File: src/rtl/mem_arb_pkg.sv
// Shared types and limits for the unified memory port arbiter.
package mem_arb_pkg;

  localparam int MEM_LAT_MAX = 15;
  localparam int LAT_W       = 4;

  typedef enum logic [1:0] {
    IDLE,
    BUSY,
    DONE
  } state_t;

  typedef enum logic {
    GNT_IF,
    GNT_DM
  } gnt_t;

endpackage

File: src/rtl/mem_lat_counter.sv
// Loadable down-counter that pulses expire for one cycle when the loaded latency has elapsed.
module mem_lat_counter
  import mem_arb_pkg::*;
(
  input  logic             clk,
  input  logic             reset,
  input  logic             load,
  input  logic [LAT_W-1:0] load_val,
  output logic             expire
);

  logic [LAT_W-1:0] cnt;
  logic             active;

  // NOTE: clocked state uses non-blocking assignments so every register samples pre-edge values.
  always_ff @(posedge clk) begin
    if (reset) begin
      cnt    <= '0;
      active <= 1'b0;
    end else if (load) begin
      cnt    <= load_val;
      active <= 1'b1;
    end else if (active) begin
      if (cnt == '0) active <= 1'b0;
      else           cnt    <= cnt - LAT_W'(1);
    end
  end

  assign expire = active && (cnt == '0);

endmodule

File: src/rtl/mem_port_arbiter.sv
// Arbitrates instruction fetch and data access onto one memory port and drives the core stall.
// Optional build macro ARB_PERF_CNT_EN adds saturating per-requester stall counters.
module mem_port_arbiter
  import mem_arb_pkg::*;
#(
  parameter int ADDR_W  = 32,
  parameter int DATA_W  = 32,
  parameter int MEM_LAT = 2
) (
  input  logic              clk,
  input  logic              reset,
  input  logic              if_req,
  input  logic [ADDR_W-1:0] if_addr,
  output logic              if_ready,
  output logic [DATA_W-1:0] if_rdata,
  input  logic              dm_req,
  input  logic              dm_we,
  input  logic [ADDR_W-1:0] dm_addr,
  input  logic [DATA_W-1:0] dm_wdata,
  input  logic [3:0]        dm_be,
  output logic              dm_ready,
  output logic [DATA_W-1:0] dm_rdata,
  output logic              mem_en,
  output logic              mem_we,
  output logic [ADDR_W-1:0] mem_addr,
  output logic [DATA_W-1:0] mem_wdata,
  output logic [3:0]        mem_be,
  input  logic [DATA_W-1:0] mem_rdata,
  output logic              stall
`ifdef ARB_PERF_CNT_EN
  ,
  output logic [31:0]       if_stall_cnt,
  output logic [31:0]       dm_stall_cnt
`endif
);

  localparam int LAT_LOAD = (MEM_LAT > MEM_LAT_MAX) ? MEM_LAT_MAX : MEM_LAT;

  state_t            state;
  gnt_t              last_gnt;   // doubles as the grant of the transaction in flight
  logic              lat_we;
  logic [DATA_W-1:0] rdata_q;
  logic              pick_dm;
  logic              start;
  logic              lat_expire;

  // On a tie the requester that did not win last time goes first.
  assign pick_dm = dm_req && (!if_req || (last_gnt == GNT_IF));
  assign start   = (state == IDLE) && (if_req || dm_req);

  mem_lat_counter u_lat (
    .clk      (clk),
    .reset    (reset),
    .load     (start),
    .load_val (LAT_W'(LAT_LOAD)),
    .expire   (lat_expire)
  );

  always_ff @(posedge clk) begin
    if (reset) begin
      state     <= IDLE;
      last_gnt  <= GNT_DM;
      lat_we    <= 1'b0;
      rdata_q   <= '0;
      if_ready  <= 1'b0;
      dm_ready  <= 1'b0;
      mem_en    <= 1'b0;
      mem_we    <= 1'b0;
      mem_addr  <= '0;
      mem_wdata <= '0;
      mem_be    <= '0;
    end else begin
      // NOTE: pulse outputs get a default every cycle so no branch can leave them stuck high.
      if_ready <= 1'b0;
      dm_ready <= 1'b0;
      mem_en   <= 1'b0;
      mem_we   <= 1'b0;
      unique case (state)
        IDLE: begin
          if (start) begin
            state  <= BUSY;
            mem_en <= 1'b1;
            if (pick_dm) begin
              last_gnt  <= GNT_DM;
              lat_we    <= dm_we;
              mem_we    <= dm_we;
              mem_addr  <= dm_addr;
              mem_wdata <= dm_wdata;
              mem_be    <= dm_be;
            end else begin
              last_gnt  <= GNT_IF;
              lat_we    <= 1'b0;
              mem_addr  <= if_addr;
              mem_wdata <= '0;
              mem_be    <= 4'hF;
            end
          end
        end
        BUSY: begin
          if (lat_expire) begin
            state   <= DONE;
            rdata_q <= lat_we ? '0 : mem_rdata;
            if (last_gnt == GNT_DM) dm_ready <= 1'b1;
            else                    if_ready <= 1'b1;
          end
        end
        DONE:    state <= IDLE;
        default: state <= IDLE;
      endcase
    end
  end

  assign if_rdata = if_ready ? rdata_q : '0;
  assign dm_rdata = dm_ready ? rdata_q : '0;
  assign stall    = (if_req && !if_ready) || (dm_req && !dm_ready);

`ifdef ARB_PERF_CNT_EN
  always_ff @(posedge clk) begin
    if (reset) begin
      if_stall_cnt <= '0;
      dm_stall_cnt <= '0;
    end else begin
      if (if_req && !if_ready && (if_stall_cnt != '1)) if_stall_cnt <= if_stall_cnt + 32'd1;
      if (dm_req && !dm_ready && (dm_stall_cnt != '1)) dm_stall_cnt <= dm_stall_cnt + 32'd1;
    end
  end
`endif

endmodule
File: config.mk
export PLATFORM = sky130hd
export DESIGN_NAME = mem_port_arbiter
export DESIGN_NICKNAME = d
export VERILOG_FILES = /design/src/rtl/mem_arb_pkg.sv /design/src/rtl/mem_lat_counter.sv /design/src/rtl/mem_port_arbiter.sv
export SDC_FILE = /design/constraint.sdc
export NUM_CORES = 1
export LEC_CHECK = 0
export ABC_AREA = 1
export BUFFER_PORTS_ARGS = -buffer_cell sky130_fd_sc_hd__buf_2
export CAP_MARGIN = 20
export CORE_ASPECT_RATIO = 0.75
export CORE_MARGIN = 2
export CORE_UTILIZATION = 49
export CTS_CLUSTER_DIAMETER = 50
export DETAILED_ROUTE_END_ITERATION = 7
export PLACE_DENSITY_LB_ADDON = 0.25
export SLEW_MARGIN = 5
export SYNTH_ARGS = -nofsm -noshare
export SYNTH_HDL_FRONTEND = slang
export SYNTH_SLANG_ARGS = --single-unit
File: constraint.sdc
create_clock -name clk -period 4.2 [get_ports clk]
set_input_delay 0.42 -clock clk [delete_from_list [all_inputs] [get_ports clk]]
set_output_delay 0.42 -clock clk [all_outputs]
set_load 0.05 [all_outputs]
==> results.toml <==
[final_layout]
nets = 1202
final_common_cell = "nand2_1"
seqCellArea_um2 = 2260
final_core_utilization_pct = 68.6
area_growth_pct = 35.8
multi_input_area_um2 = 2370
fillerInstances = 940
layout_common_cells = "nand2_1, buf_2, dfxtp_1, nor2_1, inv_1"
drive_gt1_share_pct = 30.6
n_antenna_cell = 0
fin_cells = 1213

[yosys]
synth_area_um2 = 5220
synth_edf_count = 0
syn_inst = 816
synth_compound_area_share_pct = 1.42
synth_top_family_by_area = "simple AND/OR/NAND/NOR gates"
yosys.area_share.adder_pct = 0.240
synth.distinct_cells = 26
syn-num-nets = 954
synthMuxAreaShare_pct = 0
yosysWarnings = 0
synth_top_area_cell = "dfxtp_1"
ys_async_sr_fraction_pct = 0
synth_xor_area_share_pct = 0
synth-simple-area-share_pct = 43.7
synth-main-ff-cell = "dfxtp_1"
synth_top_area_share_pct = 43.4
seq_area_frac_synth_pct = 43.4
ys_ff_latch = 113
syn_area_per_cell_um2 = 6.39
yosys-top-cells-area = "dfxtp_1, nand2_1, nor2_1"

[sta]
rsz0062_at_grt = "no"
fin_crit_sh_pct = 50.3
fmax_ghz = 0.473
finClkSkew_ns = 0.00885
finalHoldViolations = 0
setup-tns-final_ns = 0
slew_headroom_pct = 36.7
period_minus_slack_ns = 2.11
finalMaxSlewViolations = 0
tightest_slew_ns = 0.949
setup_viol = 0
hold_ws_ns = 0.202

[status]
status = "finished clean"

[hold_path]
min_path_type = "in -> reg"

[worst_setup_path]
crit_top_cell = "nand2_1"
required_ns = 4.50
crit_path_end_kind = "register"
critPathLaunchType = "register"
slowest_delay_ns = 0.76
worstPathCellList = "a21oi_4 > inv_2 > nand2_1 > nand2_1 > nand2_1 > nand2_1"
crit_fanout = 35
cpMaxStageDelayCell = "a21oi_4"
r2r_slack_ns = 2.09
worstSetupPathType = "reg -> reg"
crit_arrival_ns = 2.41

[detailed_routing]
drtIter0Drc = 408
wirelength_um = 14500
route.detailed.drc = 0
num_vias = 5769
wl_per_cell_um = 12.0
drt_first_pass_iters = 5
drtAntennaViolNets = 0
viasPerCell = 4.76

[power_and_ir_drop]
peakVddDrop_v = 0.000304
power.leakage_nw = 4.50
power_mw = 3.23
p_switching_mw = 1.11
seqPwrFrac_pct = 38.2
p_comb_share_pct = 23.3
p_clk_share_pct = 38.5
switching_share_pct = 34.3
p_int_mw = 2.12
power_density_nw_per_um2 = 456

[clock_tree]
cts_resized = 0
clock_path_buffers = 2
clkLatencyLatePin_ns = 0.41
tritoncts = "done"
cts.htree.levels = 4
cts_setup_buffers = 0
cts_hold_buffers = 0
root_buffer = "clkbuf_16"
cts_sinks = 113
clk_pin_slew_worst_paths_ns = 0.05
numCtsBuffers = 17

[global_route]
grt_start_max_net_pins = 74
grt_pass1_vias = 5156
antenna_found_initial = 0
track_usage_pct = 25.5
overflow = 0
grt_pass1_wl_um = 23300

[die]
ios = 274
rows = 32
die_h_um = 93.3
coreArea_um2 = 10300
die_x_um = 123
start_util_pct = 50.5
die_area_um2 = 11500

[placed_design]
gp_congestion = 0.804
dpl.hpwl_um = 9860
dp.cells = 1178
portBuffers = 273

[flow_run]
maxCapViolations = 0
==> state kept, by name, indices dropped and copies added, names as in the netlist, 2 cells and up <==
signal / count
mem_addr: 32
mem_wdata: 32
rdata_q: 32
mem_be: 4
u_lat.cnt: 4
state: 2
==> final timing paths <==
check | startpoint | end | cells after the start
max | last_gnt$_SDFFE_PP1P_ | mem_addr[22]$_SDFFE_PP0P_ | 6
min | reset | u_lat.active$_SDFF_PP0_ | 2
max reg2reg | last_gnt$_SDFFE_PP1P_ | mem_addr[22]$_SDFFE_PP0P_ | 6
min reg2reg | mem_addr[19]$_SDFFE_PP0P_ | mem_addr[19]$_SDFFE_PP0P_ | 2
==> logic make-up (layout without fill, tap and decap cells) <==
family	after synthesis	in the layout
adder cells (fa/ha/maj)	1	1
flip-flops	113	113
AO/OA/AOI/OAI	11	11
buffers and inverters	130	391
AND/OR/NAND/NOR	561	561
==> per-stage QoR <==
step	setup WS [ns]	instance area [um2]
floorplan	2.27	5220
global placement	1.95	6490
detailed placement	1.94	6500
CTS	1.81	7030
global route	1.93	7080
finish	2.09	7080
==> power by group through the flow <==
stage / clock, mW / combinational, mW / sequential, mW
finish: 1.24 / 0.753 / 1.23
global route: 1.33 / 0.823 / 1.25
CTS: 1.26 / 0.746 / 1.24
detailed placement: 0 / 0.742 / 1.26
global placement: 0 / 0.728 / 1.26
floorplan: 0 / 0.344 / 1.47
==> Yosys cell counts, types with 2 or more instances <==
cell type	count
nand2_1	396
dfxtp_1	113
nor2_1	83
inv_1	72
nand3_1	38
nand4_1	34
buf_2	21
clkbuf_1	13
buf_6	8
buf_1	6
inv_2	6
o21ai_0	4
buf_4	3
nand2_2	3
a21oi_1	2
nor2_2	2
nor2_4	2
o22ai_1	2
==> final cells by class <==
type | instances | share of cell area (%)
repair buffers | 280 | 20.6
flip-flops and latches | 113 | 31.9
clock buffers | 18 | 6.06
inverters | 79 | 4.20
multi-input cells | 573 | 33.4
clock inverters | 14 | 1.33
well taps | 136 | 2.40
==> per-layer routing <==
layer / global-route usage (%) / share of wire (%) / vias up
li1: - / - / 2967
met1: 29.9 / 42 / 2511
met2: 41.5 / 45 / 242
met3: 8.17 / 9.2 / 49
met4: 13.4 / 3.5 / 0
met5: 0 / 0 / -
==> critical path, delay by kind of cell (launching register included) <==
kind,cells,cell delay (ns)
compound gates,1,0.76
buf+inv,1,0.49
flops,1,0.35
simple gates,4,0.40
No activity file was read; power rests on OpenSTA's default activity.
